File: config.mk
export PLATFORM = sky130hd
export DESIGN_NAME = cam_capture_scaled
export DESIGN_NICKNAME = d
export VERILOG_FILES = /design/src/rtl/cam_pkg.sv /design/src/rtl/cam_byte_assembler.sv /design/src/rtl/cam_capture_scaled.sv
export SDC_FILE = /design/constraint.sdc
export NUM_CORES = 1
export LEC_CHECK = 0
export CAP_MARGIN = 20
export CORE_MARGIN = 5
export CORE_UTILIZATION = 40
export DETAILED_ROUTE_END_ITERATION = 10
export GPL_ROUTABILITY_DRIVEN = 0
export PLACE_DENSITY_LB_ADDON = 0.08
export SLEW_MARGIN = 20
export SYNTH_ARGS = -nofsm -noshare
export SYNTH_HDL_FRONTEND = slang
export SYNTH_SLANG_ARGS = --single-unit
File: constraint.sdc
create_clock -name pclk -period 3.55 [get_ports pclk]
set_clock_uncertainty 0.1 [all_clocks]
set_input_delay 0.5325 -clock pclk [delete_from_list [all_inputs] [get_ports pclk]]
set_output_delay 0.5325 -clock pclk [all_outputs]
set_load 0.005 [all_outputs]
File: src/rtl/cam_pkg.sv
// Shared types and helpers for the scaled camera capture path.
package cam_pkg;

  // Byte-assembly state: IDLE between lines, B0 waiting for a first byte,
  // B1 waiting for the second byte of a two-byte pixel.
  typedef enum logic [1:0] {
    IDLE = 2'd0,
    B0   = 2'd1,
    B1   = 2'd2
  } byte_state_t;

  // Decimation selection as latched at frame start.
  typedef enum logic [1:0] {
    SC1 = 2'd0,
    SC2 = 2'd1,
    SC4 = 2'd2
  } scale_t;

  localparam int STEP_W = 3;

  // Map the raw 2-bit scale pin onto a named scale; code 3 behaves as 1/4.
  function automatic scale_t scale_of(input logic [1:0] raw);
    scale_t sc;
    case (raw)
      2'd0:    sc = SC1;
      2'd1:    sc = SC2;
      default: sc = SC4;
    endcase
    return sc;
  endfunction

  // Pixel/line step size for a given scale.
  function automatic logic [STEP_W-1:0] step_of(input scale_t sc);
    logic [STEP_W-1:0] st;
    case (sc)
      SC1:     st = 3'd1;
      SC2:     st = 3'd2;
      SC4:     st = 3'd4;
      default: st = 3'd4;
    endcase
    return st;
  endfunction

endpackage

File: src/rtl/cam_byte_assembler.sv
// Byte FSM and pixel packing. pix_valid is asserted combinationally in the
// cycle whose rising edge samples the last byte of a pixel; the parent
// registers it so the write strobe appears one cycle later.
module cam_byte_assembler
  import cam_pkg::*;
#(
  parameter int DATA_W        = 16,
  parameter int BYTES_PER_PIX = 2
) (
  input  logic              pclk,
  input  logic              rst_n,
  input  logic              hold,
  input  logic              href,
  input  logic [7:0]        din,
  output logic              pix_valid,
  output logic [DATA_W-1:0] pix_data
);

  byte_state_t state_r;
  byte_state_t state_nxt_s;
  logic [7:0]  hi_r;
  logic        first_byte_s;

  // A byte is a "first byte" whenever we are not waiting for a second one;
  // IDLE is included so the byte that raises href is not lost.
  assign first_byte_s = !hold && href && (state_r != B1);

  // State register.
  always_ff @(posedge pclk or negedge rst_n) begin
    if (!rst_n) begin
      state_r <= IDLE;
    end else begin
      state_r <= state_nxt_s;
    end
  end

  // Next-state logic: frame sync or a dropped href forces IDLE, which also
  // discards a half-assembled trailing pixel.
  always_comb begin
    state_nxt_s = state_r;
    if (hold || !href) begin
      state_nxt_s = IDLE;
    end else begin
      case (state_r)
        IDLE, B0: state_nxt_s = (BYTES_PER_PIX == 2) ? B1 : B0;
        B1:       state_nxt_s = B0;
        default:  state_nxt_s = IDLE;
      endcase
    end
  end

  // Hold the most significant byte until its partner arrives.
  always_ff @(posedge pclk or negedge rst_n) begin
    if (!rst_n) begin
      hi_r <= 8'h00;
    end else if (first_byte_s) begin
      hi_r <= din;
    end else begin
      hi_r <= hi_r;
    end
  end

  // Output logic: flag a completed pixel and present it zero-extended.
  always_comb begin
    pix_valid = 1'b0;
    pix_data  = {DATA_W{1'b0}};
    if (!hold && href) begin
      if (BYTES_PER_PIX == 2) begin
        if (state_r == B1) begin
          pix_valid = 1'b1;
          pix_data  = DATA_W'({hi_r, din});
        end else begin
          pix_valid = 1'b0;
        end
      end else begin
        pix_valid = 1'b1;
        pix_data  = DATA_W'(din);
      end
    end else begin
      pix_valid = 1'b0;
    end
  end

endmodule

File: src/rtl/cam_capture_scaled.sv
// Camera capture with frame-latched enable and 1:1 / 1:2 / 1:4 decimation.
// Produces linear frame-buffer writes clipped to the active window.
module cam_capture_scaled
  import cam_pkg::*;
#(
  parameter int ADDR_W        = 19,
  parameter int DATA_W        = 16,
  parameter int BYTES_PER_PIX = 2,
  parameter int H_ACTIVE      = 640,
  parameter int V_ACTIVE      = 480
) (
  input  logic              pclk,
  input  logic              rst_n,
  input  logic              vsync,
  input  logic              href,
  input  logic [7:0]        din,
  input  logic              cap_en,
  input  logic [1:0]        scale,
  output logic [ADDR_W-1:0] addr,
  output logic [DATA_W-1:0] dout,
  output logic              we,
  output logic              frame_done,
  output logic              busy
);

  localparam int X_W   = $clog2(H_ACTIVE + 1) + 3;
  localparam int Y_W   = $clog2(V_ACTIVE + 1) + 3;
  localparam int CNT_W = ADDR_W + 1;

  localparam logic [CNT_W-1:0] LIM1 = CNT_W'(H_ACTIVE * V_ACTIVE);
  localparam logic [CNT_W-1:0] LIM2 = CNT_W'((H_ACTIVE / 2) * (V_ACTIVE / 2));
  localparam logic [CNT_W-1:0] LIM4 = CNT_W'((H_ACTIVE / 4) * (V_ACTIVE / 4));

  logic              vsync_d_r;
  logic              href_d_r;
  logic              en_q_r;
  logic [STEP_W-1:0] step_r;
  logic              synced_r;
  logic [X_W-1:0]    x_r;
  logic [Y_W-1:0]    y_r;
  logic [ADDR_W-1:0] addr_r;
  logic [DATA_W-1:0] dout_r;
  logic              we_r;
  logic              frame_done_r;
  logic              busy_r;

  logic              vs_rise_s;
  logic              href_fall_s;
  logic              pix_valid_s;
  logic [DATA_W-1:0] pix_data_s;
  logic [STEP_W-1:0] mask_s;
  logic [CNT_W-1:0]  limit_s;
  logic [CNT_W-1:0]  addr_next_s;
  logic              wr_ok_s;

  cam_byte_assembler #(
    .DATA_W        (DATA_W),
    .BYTES_PER_PIX (BYTES_PER_PIX)
  ) u_asm (
    .pclk      (pclk),
    .rst_n     (rst_n),
    .hold      (vsync),
    .href      (href),
    .din       (din),
    .pix_valid (pix_valid_s),
    .pix_data  (pix_data_s)
  );

  assign vs_rise_s   = vsync && !vsync_d_r;
  assign href_fall_s = href_d_r && !href;
  assign mask_s      = step_r - 3'd1;

  // If the previous strobe is ending on this edge its address step is
  // folded in, so back-to-back single-byte pixels still get distinct slots.
  assign addr_next_s = {1'b0, addr_r} + {{ADDR_W{1'b0}}, we_r};

  // Frame-buffer capacity for the latched decimation step.
  always_comb begin
    limit_s = LIM4;
    case (step_r)
      3'd1:    limit_s = LIM1;
      3'd2:    limit_s = LIM2;
      default: limit_s = LIM4;
    endcase
  end

  assign wr_ok_s = pix_valid_s && synced_r && en_q_r
                && (x_r < X_W'(H_ACTIVE)) && (y_r < Y_W'(V_ACTIVE))
                && ((x_r[2:0] & mask_s) == 3'd0)
                && ((y_r[2:0] & mask_s) == 3'd0)
                && (addr_next_s < limit_s);

  // Delayed copies of the sync inputs for edge detection.
  always_ff @(posedge pclk or negedge rst_n) begin
    if (!rst_n) begin
      vsync_d_r <= 1'b0;
      href_d_r  <= 1'b0;
    end else begin
      vsync_d_r <= vsync;
      href_d_r  <= href;
    end
  end

  // Latch enable and step once per frame so a frame is never mixed.
  always_ff @(posedge pclk or negedge rst_n) begin
    if (!rst_n) begin
      en_q_r   <= 1'b0;
      step_r   <= 3'd1;
      synced_r <= 1'b0;
    end else if (vs_rise_s) begin
      en_q_r   <= cap_en;
      step_r   <= step_of(scale_of(scale));
      synced_r <= 1'b1;
    end else begin
      en_q_r   <= en_q_r;
      step_r   <= step_r;
      synced_r <= synced_r;
    end
  end

  // Pixel and line counters; both saturate just past the active window.
  always_ff @(posedge pclk or negedge rst_n) begin
    if (!rst_n) begin
      x_r <= {X_W{1'b0}};
      y_r <= {Y_W{1'b0}};
    end else if (vsync) begin
      x_r <= {X_W{1'b0}};
      y_r <= {Y_W{1'b0}};
    end else begin
      if (href_fall_s) begin
        x_r <= {X_W{1'b0}};
      end else if (pix_valid_s && (x_r != X_W'(H_ACTIVE))) begin
        x_r <= x_r + {{(X_W-1){1'b0}}, 1'b1};
      end else begin
        x_r <= x_r;
      end
      if (href_fall_s && (x_r != {X_W{1'b0}}) && (y_r != Y_W'(V_ACTIVE))) begin
        y_r <= y_r + {{(Y_W-1){1'b0}}, 1'b1};
      end else begin
        y_r <= y_r;
      end
    end
  end

  // Write strobe, data and address; address advances as each strobe ends.
  always_ff @(posedge pclk or negedge rst_n) begin
    if (!rst_n) begin
      we_r   <= 1'b0;
      dout_r <= {DATA_W{1'b0}};
      addr_r <= {ADDR_W{1'b0}};
    end else if (vsync) begin
      we_r   <= 1'b0;
      dout_r <= dout_r;
      addr_r <= {ADDR_W{1'b0}};
    end else if (wr_ok_s) begin
      we_r   <= 1'b1;
      dout_r <= pix_data_s;
      addr_r <= addr_next_s[ADDR_W-1:0];
    end else begin
      we_r   <= 1'b0;
      dout_r <= dout_r;
      addr_r <= addr_next_s[ADDR_W-1:0];
    end
  end

  // Busy from the first write; end-of-frame pulse at the next frame sync.
  always_ff @(posedge pclk or negedge rst_n) begin
    if (!rst_n) begin
      busy_r       <= 1'b0;
      frame_done_r <= 1'b0;
    end else if (vs_rise_s) begin
      frame_done_r <= busy_r;
      busy_r       <= 1'b0;
    end else begin
      frame_done_r <= 1'b0;
      busy_r       <= busy_r || wr_ok_s;
    end
  end

  assign addr       = addr_r;
  assign dout       = dout_r;
  assign we         = we_r;
  assign frame_done = frame_done_r;
  assign busy       = busy_r;

endmodule

# [After elaboration in Yosys (flattened, before gate mapping)]
# Cells that the tools add are included.
# Widths: inputs -> output; s select.
[classes] n_reduce_logical=29 n_bitwise=3 magnitude_cmp=3 muxes=20 eq_ne=9 n_addsub=4
[ops] cell="$mux 13" count=3
[ops] cell="$pmux 19 s2" count=1
[ops] cell="$mux 16" count=2
[ops] cell="$mux 12" count=2
[ops] cell="$add 19x1->20" count=1
[ops] cell="$lt 20x20->1" count=1
[ops] cell="$mux 19" count=1
[ops] cell="$logic_and 1x1->1" count=14
[ops] cell="$add 13x1->13 const B" count=1
[ops] cell="$lt 13x10->1 const B" count=1
[ops] cell="$ne 13x10->1 const B" count=1
[ops] cell="$reduce_bool 13->1" count=1
[ops] cell="$add 12x1->12 const B" count=1
[ops] cell="$lt 12x9->1 const B" count=1
[ops] cell="$ne 12x9->1 const B" count=1
[ops] cell="$pmux 2 s2" count=2
[ops] cell="$and 3x3->3" count=2
[ops] cell="$eq 2x1->1 const B" count=3
[ops] cell="$logic_not 2->1" count=3
[ops] cell="$logic_not 3->1" count=2
[ops] cell="$mux 1" count=6
[ops] cell="$pmux 3 s2" count=1
[ops] cell="$mux 2" count=2
[ops] cell="$eq 3x1->1 const B" count=1
[ops] cell="other kinds (11)" count=14
[totals] inputBits=15 reg_bits=80 word_cells=82 output_inout_bits=38

# [Depth between registers and ports, before layout]
# Gate-level depths: netlist (run 1).
[logic_depth] ltp_word=12 depth_mapped=15 ltp_nobuf=13

# [Hierarchy]
# Synthesis (run 1) repeated with hierarchy kept, for this count alone.
[unflattened] hier_cells=382 area_unflattened_um2=4171.5
[by_module_without_submodules] module="cam_capture_scaled" cells_per_inst=342 seq_area_each_um2=1752.9 instances=1 area_per_inst_um2=3643.5
[by_module_without_submodules] module="cam_byte_assembler" cells_per_inst=40 seq_area_each_um2=250.2 instances=1 area_per_inst_um2=528.0

# [Worst setup path before layout (run 1)]
# No wires, ideal clock.
[synth_path] path_type="reg-to-reg" start="reg addr_r[0] (netlist: addr[0])" end="reg busy_r (netlist: busy)" setup_ns=0.119 required_time_ns=3.331 arrival_ns=2.897 period_less_slack_ns=3.116 path_buffers=2 path_slack_ns=0.434 path_stages_with_launch=15 path_cell_list="dfrtp_1 > ha_1 > ha_1 > nand2_1 > nor2_1 > and3_1 > xnor2_1 > ha_1 > nand4_1 > or3_1 > a31oi_1 > a221oi_2 > buf_6 > buf_12 > o21a_1"
[synth_between] elab_chain_cells=5
[synth_lines] element="from (decl)" line="cam_capture_scaled.sv:41" source="logic [ADDR_W-1:0] addr_r;"
[synth_lines] element="from (signal assigned)" line="cam_capture_scaled.sv:150" source="addr_r <= {ADDR_W{1'b0}};"
[synth_lines] element="from (signal assigned)" line="cam_capture_scaled.sv:154" source="addr_r <= {ADDR_W{1'b0}};"
[synth_lines] element="from (signal assigned)" line="cam_capture_scaled.sv:158" source="addr_r <= addr_next_s[ADDR_W-1:0];"
[synth_lines] element="$add 19x1->20" line="cam_capture_scaled.sv:75" source="assign addr_next_s = {1'b0, addr_r} + {{ADDR_W{1'b0}}, we_r};"
[synth_lines] element="$lt 20x20->1" line="cam_capture_scaled.sv:91" source="&& (addr_next_s < limit_s);"
[synth_lines] element="$logic_and 1x1->1" line="cam_capture_scaled.sv:91"
[synth_lines] element="$logic_or 1x1->1" line="cam_capture_scaled.sv:176" source="busy_r <= busy_r || wr_ok_s;"
[synth_lines] element="$mux 1" line="cam_capture_scaled.sv:171" source="end else if (vs_rise_s) begin"
[synth_lines] element="to (signal assigned)" line="cam_capture_scaled.sv:176"
[synth_lines] element="to (decl)" line="cam_capture_scaled.sv:45" source="logic busy_r;"
# No other way between the ends.
# A chain may end at the register's enable or synchronous reset.

# [Worst setup path after layout (run 1)]
# Same ends and word-level chain as after synthesis.

==> implementation parameters, run 1 <==
Parameter                              Value

Outcome
  Result of the run    finished, final reports clean

Final layout
  Final-layout fill cell count    985
  Area growth, synth to finish    22.3%
  Utilization after layout    49.2%
  Fraction of final layout cells with drive strength greater than 1    under 10%
  Count of inserted antenna diode cells    0
  Most frequent cells in the layout    79 x sky130_fd_sc_hd__dfrtp_1, 51 x sky130_fd_sc_hd__clkdlybuf4s50_1, 39 x sky130_fd_sc_hd__nand2_1
  Fin nets    495
  Most common cell after layout, fill and taps aside    sky130_fd_sc_hd__dfrtp_1

Logic synthesis
  Number of flops mapped to enable cells by yosys    0
  Fraction of registers with async set/reset    100%
  Part of the Yosys area used for sequential elements    48.8%
  Post-synthesis instance area    0.00410 mm2
  Avg Synthesized Cell Area    between 10 and 15 um2
  Top flip-flop cell by instance count after synthesis    sky130_fd_sc_hd__dfrtp_1
  Net count after synthesis    440
  Gate count after technology mapping    407
  Number of different library cells in the post-synthesis netlist    46
  Synth Warn #    0
  Post-synthesis sequential element count    80

Place
  Worst slack after detailed placement    0.189 ns
  Number of buffers added on ports    52
  Half-perimeter wire length of the detailed placement result    6140 um

Clock tree
  Buffer cell driving the clock tree root    sky130_fd_sc_hd__clkbuf_8
  Largest buffer count on any clock path    2
  H-tree levels    3
  CTS clock-pin slew for the worst setup and hold paths    0.09 ns
  Inserted Clock Buffers    9
  Clock latency at the later pin of the worst-skew pair    0.35 ns
  TritonCTS clock tree    built
  Clk sink count    80

Global routing
  Maximum number of pins on one net before global-route repair    81
  Global-route wire length before repair    approximately 15000 um
  Via count of the first global-routing pass    3126
  All-layer global routing usage    15.2%
  Initial antenna violation count    0
  Overall overflow remaining after global route    0

Route
  DRC violation count after routing    0
  Number of DRC markers after the initial detailed-route iteration    79
  First-pass iteration count of the detailed router    4
  Routed via count    3009
  Mean routed wirelength per cell    between 10 and 15 um
  DR vias/cell    roughly 5.0
  Wire length reported by the detailed router    8960 um
  Count of nets left with antenna violations after detail routing    0

Floorplan
  Vertical die dimension    ~110 um
  Core box area    0.0102 mm2
  I/O pin count    53
  Die area    0.0124 mm2
  Number of rows created at floorplan    37
  Initial Util    between 40% and 50%
  Horizontal extent of the die    around 110 um

Job
  Maximum capacitance violations    0

Power and ir drop
  Power density over the cells    between 400 and 500 mW/mm2
  Relative contribution of combinational cells to total power    ~15%
  Leak Pwr    0.00209 uW
  Internal Dissipation    1550 uW
  Proportion of power drawn by the clock network    34.0%
  Sequential fraction of design power    just over 50%
  Switching share of total power    25.6%
  Net switching power of the design    535 uW
  Worst-case vdd ir drop    approximately 0.24 mV

STA
  Slew HR    approximately half
  Total of endpoints with negative setup slack in the final report    0
  Hold violation count in the final report    0
  Minimum clock period    between 3 and 4 ns
  Final critical-path share of the clock period    slightly above 90%
  Peak Freq    305 MHz
  Setup TNS    0 ns
  RSZ-0062 raised after global routing    no
  Slew of the pin with the lowest slew margin    0.734 ns
  Max Slew Vio Count    0
  Worst-case setup margin in the final layout    0.271 ns
  Final worst hold slack    0.121 ns

Setup path
  Launch instance of the worst register-to-register path    addr[0]
  Depth of the worst register-to-register path    13
  Biggest fanout along the worst timing path    17
  Setup CP Type    register to register
  FF-to-FF End    busy
  Internal reg-to-reg setup slack    0.27 ns
  Data arrival, critical path    3.42 ns
  Kind of capture point of the worst setup path    register
  Kind of start point of the critical path    register
  Required time at the worst-slack endpoint    3.69 ns

Min path
  Worst hold path class    input pin to async pin
[power by group through the flow]
| stage | registers, uW | logic (uW) | clock network [uW] |
|---|---|---|---|
| 6_report | 1060 | 320 | 710 |
| 2_1_floorplan | 1070 | 124 | 0 |
| 3_3_place_gp | 1070 | 321 | 0 |
| 5_1_grt | 1070 | 362 | 769 |
| 3_5_place_dp | 1070 | 328 | 0 |
| 4_1_cts | 1060 | 329 | 734 |
[cell type report]
type                       count  area (um2)  share of cell area [%]
tap                          136         170                    3.39
multi-input combinational    281        1940                    38.6
timing repair buffer          58         579                    11.6
inverter                      32         120                    2.40
sequential                    80        2000                    39.9
clock inverter                 5        55.1                    1.10
clock buffer                  11         151                    3.02
[Yosys cell counts, drive strengths merged (4+ instances only)]
cell type	number	area share (%)
and3	5	0.76
nand3	14	1.7
a21oi	12	1.5
nand2	39	3.6
mux2	10	2.7
nor2	37	3.4
clkbuf	11	1.0
o21ai	15	1.8
nor3	10	1.5
or3	8	1.2
nand2b	8	1.2
nor4	4	0.61
mux2i	18	4.4
inv	32	2.9
nand4	8	1.6
dfrtp	79	48
xnor2	19	4.1
ha	18	5.5
xor2	12	2.6
nor2b	13	2.0
[metrics by stage]
stage	instance area (um2)	std cells	power, uW
floorplan	4100	407	1190
global placement	4790	587	1390
detailed placement	4790	587	1400
CTS	5000	603	2120
global route	5010	603	2200
finish	5010	603	2090
[state kept, by name, summed over array words and instances (netlist names)]
register	cells
u_asm.state_r	2
href_d_r	1
frame_done	1
addr	19
we	1
y_r	12
dout	16
busy	1
en_q_r	1
synced_r	1
x_r	13
step_r	3
u_asm.hi_r	8
vsync_d_r	1
[worst max-delay path, stage by stage, from the launching register on]
cell	delay, ns
sky130_fd_sc_hd__dfrtp_1	0.38
sky130_fd_sc_hd__ha_1	0.22
sky130_fd_sc_hd__ha_1	0.20
sky130_fd_sc_hd__nand2_1	0.13
sky130_fd_sc_hd__nor2_1	0.08
sky130_fd_sc_hd__and3_1	0.19
sky130_fd_sc_hd__xnor2_1	0.14
sky130_fd_sc_hd__ha_1	0.39
sky130_fd_sc_hd__nand4_1	0.17
sky130_fd_sc_hd__or3_1	0.42
sky130_fd_sc_hd__a31oi_2	0.27
sky130_fd_sc_hd__a221oi_4	0.12
sky130_fd_sc_hd__buf_12	0.20
sky130_fd_sc_hd__o21a_1	0.17
[timing repair]
| action | in CTS | in global routing |
|---|---|---|
| setup buffers | 0 | 0 |
| hold buffers | 0 | 0 |
| resized for setup | 0 | 3 |
| endpoints found under the setup margin | 0 | 17 |
[kinds of logic after synthesis]
family / count (synthesis) / share of synthesized area, %
buffers and inverters: 46 / 4.88
DFF: 80 / 48.8
muxes: 28 / 7.14
AOI/OAI and AO/OA: 47 / 7.35
and+or+nand+nor: 157 / 19.7
adders and majority gates: 18 / 5.49
xor gates and xnor gates: 31 / 6.62
[metal layers]
layer / GRT usage (%) / wire length [um]
met1: 20.7 / 4400
met5: 0 / 0
met3: 3.93 / 432
met2: 23.4 / 4010
met4: 5.60 / 119
[worst max-delay path by stage]
stage / from / end / slack, ns / cells after the start
2_1_floorplan: addr[0] / busy / 0.43 / 14
6_report: addr[0] / busy / 0.27 / 13
4_1_cts: addr[0] / busy / 0.17 / 13
5_1_grt: addr[2] / dout[4] / 0.04 / 13
3_3_place_gp: addr[0] / busy / 0.25 / 13
3_5_place_dp: addr[0] / busy / 0.19 / 13
(Power assumes the default switching activity.)
==> inputs of run 2 (changes only) <==
--- a/config.mk
+++ b/config.mk
@@ -5,6 +5,7 @@
 export SDC_FILE = /design/constraint.sdc
 export NUM_CORES = 1
 export LEC_CHECK = 0
+export ABC_AREA = 1
 export CAP_MARGIN = 20
 export CORE_MARGIN = 5
 export CORE_UTILIZATION = 40
==> run 2 against run 1 <==
  * Cell count is 29% higher
  * Die area grew 5.7%
  * Routed wire length is 14% higher
  * Global-route usage rose by 1.2 points
  * Critical path depth rose by 8
  * Clock power down 4.2%
  * Combinational power decreased by 42%
  * Synthesized area rose by 6.3%
  * Register-to-register slack got worse by 0.06 ns
  * Synthesized cell count up 39%
==> implementation parameters, run 2 <==
Parameter                              Value

Global routing
  All-layer global routing usage    16.4% (+1.2 points)
  Via count of the first global-routing pass    3694 (+18%)
  Maximum number of pins on one net before global-route repair    81 (unchanged)
  Initial antenna violation count    0 (unchanged)
  Overall overflow remaining after global route    0 (unchanged)
  Global-route wire length before repair    17400 um (+13%)

Place
  Number of buffers added on ports    52 (unchanged)
  Worst slack after detailed placement    0.0504 ns (-0.139 ns)
  Placed cell count    752 (+28%)
  Half-perimeter wire length of the detailed placement result    7320 um (+19%)

Logic synthesis
  Top cell type by total area after synthesis    sky130_fd_sc_hd__dfrtp_1
  Most numerous cell types in the synthesized netlist    137 x sky130_fd_sc_hd__nand2_1, 83 x sky130_fd_sc_hd__inv_1, 79 x sky130_fd_sc_hd__dfrtp_1, 71 x sky130_fd_sc_hd__nor2_1, 34 x sky130_fd_sc_hd__nand3_1
  Avg Synthesized Cell Area    7.72 um2 (-23%)
  Part of the Yosys area used for sequential elements    46.0% (-2.9 points)
  Number of flops mapped to enable cells by yosys    0 (unchanged)
  Number of different library cells in the post-synthesis netlist    36 (-22%)
  Synth Warn #    0 (unchanged)
  Most frequently used cell type in the post-synthesis netlist    sky130_fd_sc_hd__nand2_1
  Yosys top cell area share    45.4% (-2.8 points)
  Gate count after technology mapping    565 (+39%)
  Fraction of registers with async set/reset    100% (unchanged)
  Net count after synthesis    598 (+36%)
  Post-synthesis sequential element count    80 (unchanged)
  Leading cell types by total area after synthesis    sky130_fd_sc_hd__dfrtp_1 45%, sky130_fd_sc_hd__nand2_1 12%, sky130_fd_sc_hd__inv_1 7.1%
  Post-synthesis instance area    0.00436 mm2 (+6.3%)
  Top flip-flop cell by instance count after synthesis    sky130_fd_sc_hd__dfrtp_1

Setup path
  Data arrival, critical path    3.49 ns (+0.07 ns)
  Crit-path slowest cell    sky130_fd_sc_hd__dfrtp_1
  Kind of capture point of the worst setup path    register
  CP Launch Point    we
  Crit path cell chain    ha_2, ha_2, nand2_1, nor2_4, nand4_1, nor2_4, buf_4, inv_1, nor2_1, a21oi_1, a21oi_1, ha_1, nand2_1, nor2_1, a211oi_1, nor2_1, nor2_4, buf_12, nand2_4, nand2_1, nand2_1
  Internal reg-to-reg setup slack    0.21 ns (-0.06 ns)
  Required time at the worst-slack endpoint    3.70 ns (about the same)
  Critical path's most frequent cell    sky130_fd_sc_hd__nand2_1
  Crit path largest cell delay    0.36 ns (-0.06 ns)
  Depth of the worst register-to-register path    21 (+8)
  Launch instance of the worst register-to-register path    we
  Setup CP Type    register to register
  FF-to-FF End    dout[7]
  Kind of start point of the critical path    register
  Biggest fanout along the worst timing path    9 (-8)

STA
  Max Slew Vio Count    0 (unchanged)
  Minimum clock period    3.34 ns (+0.0611 ns)
  Peak Freq    299 MHz (-1.8%)
  Total of endpoints with negative setup slack in the final report    0 (unchanged)
  Worst-case setup margin in the final layout    0.210 ns (-0.0611 ns)
  Final critical-path share of the clock period    94.1% (+1.7 points)
  Slew of the pin with the lowest slew margin    0.745 ns (+0.0105 ns)
  Hold violation count in the final report    0 (unchanged)
  Slew HR    50.3% (-0.70 points)

Floorplan
  I/O pin count    53 (unchanged)
  Die area    0.0131 mm2 (+5.7%)
  Initial Util    40.6% (+0.30 points)
  Horizontal extent of the die    114 um (+2.8%)
  Core box area    0.0107 mm2 (+5.5%)
  Number of rows created at floorplan    38 (+2.7%)
  Vertical die dimension    114 um (+2.8%)

Clock tree
  Largest buffer count on any clock path    2 (unchanged)
  TritonCTS clock tree    built
  CTS clock-pin slew for the worst setup and hold paths    0.08 ns (about the same)
  Clock latency at the later pin of the worst-skew pair    0.34 ns (about the same)
  Buffer cell driving the clock tree root    sky130_fd_sc_hd__clkbuf_8
  Inserted Clock Buffers    9 (unchanged)
  H-tree levels    3 (unchanged)
  Clk sink count    80 (unchanged)

Route
  Mean routed wirelength per cell    13.2 um (-11%)
  DRC violation count after routing    0 (unchanged)
  Wire length reported by the detailed router    10200 um (+14%)
  Number of DRC markers after the initial detailed-route iteration    163 (+110%)
  Routed via count    3762 (+25%)
  Count of nets left with antenna violations after detail routing    0 (unchanged)
  First-pass iteration count of the detailed router    5 (+1)
  DR vias/cell    4.85 (-2.7%)

Final layout
  Flip-flop count of the largest register after layout    19 (unchanged)
  Most common cell after layout, fill and taps aside    sky130_fd_sc_hd__nand2_1
  Final-layout fill cell count    1061 (+7.7%)
  Final cell count without fillers    775 (+29%)
  Sequential cell area    0.00200 mm2 (unchanged)
  Area growth, synth to finish    22.6%
  Most frequent cells in the layout    137 x sky130_fd_sc_hd__nand2_1, 83 x sky130_fd_sc_hd__inv_1, 79 x sky130_fd_sc_hd__dfrtp_1
  Count of inserted antenna diode cells    0 (unchanged)
  Fraction of final layout cells with drive strength greater than 1    8.82% (+0.039 points)
  Fin nets    663 (+34%)
  Combined area of the multi-input logic cells    0.00202 mm2 (+4.1%)

Power and ir drop
  Power density over the cells    343 mW/mm2 (-18%)
  Worst-case vdd ir drop    0.153 mV (-36%)
  Leak Pwr    0.00256 uW (+22%)

Min path
  Worst hold path class    input pin to async pin

Outcome
  Result of the run    finished, final reports clean

Job
  Maximum capacitance violations    0 (unchanged)
## run 2: changes by cell type after synthesis, sizes merged, moves of 8 or more
cell / change
mux2i: -18
nand3b: +9
or3: -8
nor2: +42
nand3: +22
xnor2: -18
o21ai: +15
nand2b: -8
nand2: +107
nor2b: -13
mux2: -10
inv: +52
## run 2: power by group
part,switching (uW),internal [uW],leakage (uW)
combinational,115,72.2,0.00138
sequential,22.1,944,0.00108
clock,336,344,0.0000993
total,473,1360,0.00256
## run 2: area by class of cell
class	count	share of cell area, %
clock buffers	11	2.65
clock inverters	5	1.05
inverters	85	5.97
multi-input cells	390	37.7
flip-flops and latches	80	37.5
well taps	140	3.28
repair buffers	64	11.8
## run 2: repair_timing
item	in CTS	in global routing
setup endpoints to repair	0	18
resized for setup	0	8
hold buffers	0	0
buffers inserted	0	6
## run 2: worst max path at each step
| stage | depth (start not counted) | endpoint |
|---|---|---|
| floorplan | 21 | dout[10] |
| global placement | 20 | dout[10] |
| detailed placement | 20 | dout[7] |
| CTS | 20 | dout[7] |
| global route | 21 | dout[6] |
| finish | 21 | dout[7] |
## run 2: metrics by stage
step	setup TNS, ns	total power (uW)	util [%]	hold slack, ns	instance area [um2]
after floorplan	0	1090	-	0.137	4360
after detailed placement	0	1170	46.9	0.330	5040
final	0	1830	49.7	0.127	5340
after global placement	0	1170	46.9	0.313	5040
after global routing	-0.293	1940	49.7	0.191	5340
after CTS	0	1860	48.7	0.308	5240
## run 2: metal layers
| metal | routed length (um) | track usage [%] | vias to the layer above | share of wire [%] |
|---|---|---|---|---|
| met3 | 483 | 3.44 | 8 | 4.7 |
| met2 | 4590 | 25.6 | 78 | 45 |
| met4 | 74 | 4.43 | 0 | 0.72 |
| met1 | 5080 | 23.3 | 1755 | 50 |
| met5 | 0 | 0 | - | 0 |
| li1 | - | - | 1921 | - |
## run 2: cell families (layout without fill, tap and decap cells)
family | after synthesis | count (layout) | share of synthesized area, %
AOI/OAI and AO/OA | 58 | 58 | 7.32
xor gates and xnor gates | 9 | 9 | 1.81
adders and majority gates | 18 | 18 | 5.17
buffers and inverters | 96 | 165 | 8.67
DFF | 80 | 80 | 46.0
and+or+nand+nor | 304 | 305 | 31.1
## run 2: worst max-delay path, delay by kind of cell, from the launching register on
kind,cells,cell delay (ns)
buf+inv,3,0.32
flops,1,0.36
compound gates,3,0.44
simple gates,12,1.38
fa+ha+maj,3,0.65
